==> src/rtl/macc_accumulator.sv <==
// macc_accumulator: running-sum reduction stage fed by the macc PE.
// Ports: start/num_iter, in_valid/in_data/in_ready, sum_fb, out_*, busy, sat_flag.
module macc_accumulator #(
  parameter int INTER_BITWIDTH = 65,
  parameter int SUM_BITWIDTH   = 64,
  parameter int CNT_BITWIDTH   = 16
) (
  input  logic                      clk,
  input  logic                      reset_n,
  input  logic                      start,
  input  logic [CNT_BITWIDTH-1:0]   num_iter,
  input  logic                      in_valid,
  input  logic [INTER_BITWIDTH-1:0] in_data,
  output logic                      in_ready,
  output logic [SUM_BITWIDTH-1:0]   sum_fb,
  output logic                      out_valid,
  output logic [SUM_BITWIDTH-1:0]   out_data,
  input  logic                      out_ready,
  output logic                      busy,
  output logic                      sat_flag
);

  localparam int HI_W = INTER_BITWIDTH - SUM_BITWIDTH + 1;

  typedef enum logic [1:0] {
    IDLE  = 2'd0,
    ACCUM = 2'd1,
    DRAIN = 2'd2
  } state_e;

  state_e                    state_q, state_d;
  logic [SUM_BITWIDTH-1:0]   acc_q, acc_d;
  logic [CNT_BITWIDTH-1:0]   cnt_q, cnt_d;
  logic [CNT_BITWIDTH-1:0]   len_q, len_d;
  logic                      sat_q, sat_d;

  logic [HI_W-1:0]           hi_bits;
  logic                      ovf;
  logic                      ovf_pos;
  logic                      ovf_neg;
  logic [SUM_BITWIDTH-1:0]   sat_val;

  // Value fits when every bit from the result sign upward agrees.
  assign hi_bits = in_data[INTER_BITWIDTH-1:SUM_BITWIDTH-1];
  assign ovf     = !((&hi_bits) || !(|hi_bits));
  assign ovf_pos = ovf && !in_data[INTER_BITWIDTH-1];
  assign ovf_neg = ovf && in_data[INTER_BITWIDTH-1];

  always_comb begin
    sat_val = in_data[SUM_BITWIDTH-1:0];
    unique case (1'b1)
      ovf_pos: sat_val = {1'b0, {(SUM_BITWIDTH-1){1'b1}}};
      ovf_neg: sat_val = {1'b1, {(SUM_BITWIDTH-1){1'b0}}};
      default: sat_val = in_data[SUM_BITWIDTH-1:0];
    endcase
  end

  always_comb begin
    state_d   = state_q;
    acc_d     = acc_q;
    cnt_d     = cnt_q;
    len_d     = len_q;
    sat_d     = sat_q;
    in_ready  = 1'b0;
    out_valid = 1'b0;
    unique case (state_q)
      IDLE: begin
        if (start) begin
          acc_d   = '0;
          cnt_d   = '0;
          len_d   = num_iter;
          sat_d   = 1'b0;
          state_d = (num_iter != '0) ? ACCUM : DRAIN;
        end
      end
      ACCUM: begin
        in_ready = 1'b1;
        if (in_valid) begin
          acc_d = sat_val;
          cnt_d = cnt_q + CNT_BITWIDTH'(1);
          if (ovf) begin
            sat_d = 1'b1;
          end
          // Terminal compare against the latched length; cnt never wraps.
          if (cnt_q == len_q - CNT_BITWIDTH'(1)) begin
            state_d = DRAIN;
          end
        end
      end
      DRAIN: begin
        out_valid = 1'b1;
        if (out_ready) begin
          state_d = IDLE;
        end
      end
      default: begin
        state_d = IDLE;
      end
    endcase
  end

  always_ff @(posedge clk or negedge reset_n) begin
    if (!reset_n) begin
      state_q <= IDLE;
      acc_q   <= '0;
      cnt_q   <= '0;
      len_q   <= '0;
      sat_q   <= 1'b0;
    end else begin
      state_q <= state_d;
      acc_q   <= acc_d;
      cnt_q   <= cnt_d;
      len_q   <= len_d;
      sat_q   <= sat_d;
    end
  end

  // acc only changes in ACCUM, so out_data is stable throughout DRAIN.
  assign sum_fb   = acc_q;
  assign out_data = acc_q;
  assign busy     = (state_q != IDLE);
  assign sat_flag = sat_q;

endmodule

==> config.mk <==
export PLATFORM = sky130hd
export DESIGN_NAME = macc_accumulator
export DESIGN_NICKNAME = d
export VERILOG_FILES = /design/src/rtl/macc_accumulator.sv
export SDC_FILE = /design/constraint.sdc
export NUM_CORES = 1
export LEC_CHECK = 0
export CELL_PAD_IN_SITES_DETAIL_PLACEMENT = 1
export CELL_PAD_IN_SITES_GLOBAL_PLACEMENT = 2
export CORE_MARGIN = 5
export CORE_UTILIZATION = 22
export DETAILED_ROUTE_END_ITERATION = 7
export PLACE_DENSITY = 0.72
export SLEW_MARGIN = 15
export SYNTH_ARGS = -nofsm -noshare
export SYNTH_HDL_FRONTEND = slang
export SYNTH_SLANG_ARGS = --single-unit
==> constraint.sdc <==
create_clock -name clk -period 2.2 [get_ports clk]
set_clock_uncertainty 0.1 [all_clocks]
set_input_delay 0.33 -clock clk [delete_from_list [all_inputs] [get_ports clk]]
set_output_delay 0.33 -clock clk [all_outputs]
set_load 0.1 [all_outputs]
Word-level counts from Yosys, hierarchy flattened --
Cells that the tools add are included.
Operators by class: muxes and demuxes 19, add/sub/neg operators 2, equal/unequal tests 8, reductions and logical operators 16
Operator list (count):
- one-hot mux 64 bit (2 select lines) | 2
- two-way mux 64 bit | 2
- two-way mux 16 bit | 2
- one-hot mux 16 bit (2 select lines) | 1
- adder 16 x 1 -> 16 bit, second input constant | 1
- equality test 16 bit | 1
- nonzero test 16 bit | 1
- subtractor 16 x 1 -> 16 bit, second input constant | 1
- two-way mux 2 bit | 5
- != test 2 bit, second input constant | 5
- AND reduction 4 bit | 2
- one-hot mux 2 bit (3 select lines) | 1
- two-way mux 1 bit | 5
- AND reduction 2 bit | 2
- nonzero test 2 bit | 2
- zero test 1 bit | 3
- AND reduction 3 bit | 1
- equality test 2 x 1 -> 1 bit, second input constant | 1
- equality test 2 bit, second input constant | 1
- logical AND 1 bit | 2
- zero test 2 bit | 1
- one-hot mux 1 bit (2 select lines) | 1
- OR reduction 2 bit | 1
- logical OR 1 bit | 1
Word-level totals: register bits 99, output and inout bits 132, logic and storage cells 50

Depth between registers and ports, before layout --
depth in word-level cells 8, mapped depth 8, gate-level depth less buffers 8

Worst setup path before layout --
No wires, ideal clock.
path type reg2reg, start reg state_q[1], end reg state_q[1], data required time 2.037 ns, path buffers 0, setup slack -0.136 ns, arrival 2.172 ns, cell stages (with the launch flop) 4, cells stage by stage dfrtp_1 > nor2b_1 > nor2b_1 > o32a_2
On the way: cells in the longest elaborated chain, start to end 3
RTL lines:
- start, declared | line 31 | state_e state_q, state_d;
- start signal, assigned | line 110 | state_q <= state_d;
- equality test 2 x 1 -> 1 bit, or another cell as far along | line 66 | unique case (state_q)
- != test 2 bit (no line)
- AND reduction 4 bit (no line)
Parallel ways exist; a longest one is shown, timed or not. A chain may end at the register's enable or synchronous reset.

Worst setup path in the final report --
start reg len_q[5], end reg state_q[0]
On the way: cells in the longest elaborated chain, start to end 4
RTL lines:
- start, declared | line 34 | logic [CNT_BITWIDTH-1:0] len_q, len_d;
- start signal, assigned | line 113 | len_q <= len_d;
- subtractor 16 x 1 -> 16 bit | line 85 | if (cnt_q == len_q - CNT_BITWIDTH'(1)) begin
- equality test 16 bit | line 85
- != test 2 bit (no line)
- AND reduction 4 bit (no line)
No other way between the ends.

==> out/results.ini <==
[status]
status = finished with violations
violations = setup timing

[detailed_routing]
vias = 4723
met2_length_um = 8279
highest_layer = met4
viasPerCell = 4.309
post-route-drc-count = 0
wl_met3_um = 1044
drt_iter0_markers = 155
final_antenna_net_count = 0
routed_wl_um = 17670
post_drt_wl_per_cell_um = 16.12
wl_met1_um = 8035
dr.pass1.iters = 4

[global_route]
antenna_found_initial = 0
grt_pass1_vias = 5154
grt_max_degree = 62
grt-ovfl-total = 0
grt_usage_pct = 12.66
grt_pass1_wl_um = 28650

[yosys]
synth_top_cell_by_area = dfrtp_1
synthArstFlopShare_pct = 100.0
synth_cells = 596
synth_seq_cells = 99
ys_seq_area_share_pct = 45.72
synthTopCellsByArea = dfrtp_1 46%, buf_4 8.9%, o31ai_1 8.9%, nand2_1 8.1%, nor2b_1 7.5%
synth_edf_count = 0
yosysUniqueCellTypes = 39
synth_top_area_share_pct = 45.72
synthesis.area_sq_um = 5419
yosysWarningCount = 0
syn_area_per_cell_sq_um = 9.092
synth_nets = 686
synth_ff_type = dfrtp_1

[setup_path]
cp-start-kind = flip-flop
arrival_ns = 2.41
path_max_fanout = 3
required_ns = 2.32
setup.worst_path.class = reg2reg
worstSetupEndpointType = flip-flop

[sta]
finalCritPeriodShare_pct = 104.0
tightestPinTransition_ns = 0.5093
drv_slew = 0
hold_slack_ns = 0.4028
fin_crit_ns = 2.287
max_freq_ghz = 0.4372
rsz0062_at_grt = true
relSlewSlack_pct = 66.05
setup_viol = 2
hold_viol_final = 0
finalWorstSetupSlack_ns = -0.08713

[clocking]
htree_levels = 3
cts_setup_buffers = 0
clk_pin_slew_ns = 0.07
cts_tree = built
cts-buffers-inserted = 9
cts-root-buf = clkbuf_16
worstSkewPairLatency_ns = 0.35
clockBufferDepth = 2
cts_num_sinks = 99

[finish]
nets = 857
area_growth_pct = 45.86
layout-drive-gt1-share_pct = 26.68
num_antenna_cells = 0

[floorplanning]
die-area_sq_um = 27870
chipHeight_um = 166.9
ioPinCount = 218
rows = 57
core_area_sq_um = 24320
die_w_um = 166.9
start_util_pct = 22.28

[placement]
globalplace.congestion = 0.7288
io_buffers = 217
place_ws_ns = -0.1851
place_hpwl_um = 13350

[flow_run]
drv_cap = 0

[min_path]
min_path_type = reg2reg

[worst max-delay path: stages, from the launching register on]
cell and delay, ns:
dfrtp_1 0.40, or4_4 0.54, or4_4 0.51, nor2_4 0.10
nor3_2 0.06, nor4b_4 0.33, a211oi_2 0.11
[state kept, by name, summed over array words and instances, names as in the netlist]
| register | cells |
|---|---|
| sat_flag | 1 |
| state_q | 2 |
| out_data | 64 |
| len_q | 16 |
| cnt_q | 16 |
[Yosys cell counts, types with 3 or more instances]
master	instances
a21oi_1	6
and3_1	5
buf_4	64
clkbuf_1	34
dfrtp_1	99
ha_1	4
inv_1	9
nand2_1	117
nand2b_1	3
nand4_1	11
nor2_1	29
nor2b_1	65
nor3_1	6
nor4_1	9
o21a_1	4
o21ai_0	8
o31ai_1	64
or3_1	4
xnor2_1	12
xor2_1	20
[final timing paths]
| check | start | to | cells past startpoint | slack (ns) |
|---|---|---|---|---|
| setup / recovery | len_q[5] | state_q[0] | 6 | -0.09 |
| hold / removal | sat_flag | sat_flag | 2 | 0.40 |
| setup reg to reg | len_q[5] | state_q[0] | 6 | -0.09 |
| hold reg to reg | sat_flag | sat_flag | 2 | 0.40 |
| max in group asynchronous | reset_n | out_data[47] | 3 | 1.10 |
| min in group asynchronous | reset_n | cnt_q[11] | 3 | 0.44 |
[per-layer routing]
layer	vias to the layer above	track usage [%]
li1	2286	-
met1	2274	16.39
met2	143	20.52
met3	20	3.461
met4	0	4.127
met5	-	0
[cell type report]
cell class	instances	area [sq um]
clock buffers	10	239.0
well taps	324	405.4
clock inverters	6	53.80
multi-input cells	390	2366
fillers	2802	16420
flip-flops and latches	99	2477
inverters	9	37.54
repair buffers	258	2325
[stage by stage]
| stage | utilization, % | cells | cell area (sq um) | setup TNS (ns) |
|---|---|---|---|---|
| 3_3_place_gp | 31.10 | 1079 | 7562 | -0.6350 |
| 2_1_floorplan | - | 596 | 5425 | 0 |
| 3_5_place_dp | 31.10 | 1079 | 7562 | -0.7413 |
| 5_1_grt | 32.50 | 1096 | 7904 | -0.2786 |
| 4_1_cts | 32.34 | 1096 | 7865 | -0.08846 |
| 6_report | 32.50 | 1096 | 7904 | -0.1665 |
[cell usage in the layout (no fill, tap or decap), drive strengths merged, types with 3 or more instances in the layout]
cell	n
clkbuf	10
clkdlybuf4s50	84
xor2	20
o21ai	9
inv	12
o21a	4
ha	4
and3	5
nor2	29
nor2b	65
nand4	11
nor3	6
buf	173
o31ai	64
xnor2	12
or4	3
or3	4
nand2b	3
a21oi	6
nand2	117
nor4	9
dfrtp	99
[kinds of logic after synthesis]
| family | count (synthesis) | synth area share, % |
|---|---|---|
| fa+ha+maj | 4 | 0.9236 |
| simple gates | 263 | 24.24 |
| buf+inv | 107 | 11.84 |
| xor+xnor | 32 | 5.172 |
| flops | 99 | 45.72 |
| mux | 1 | 0.1847 |
| compound gates | 90 | 11.91 |
[timing repair]
item / CTS / global route
hold buffers: 1 / 0
hold endpoints to repair: 99 / 0
pin swaps: 1 / 5
gates resized for setup: 0 / 8
setup endpoints to repair: 2 / 2
Power of run 1 is left out: the tool's default activity adds up to more than one toggle a clock period on the data nets, which glitch-free logic cannot reach.
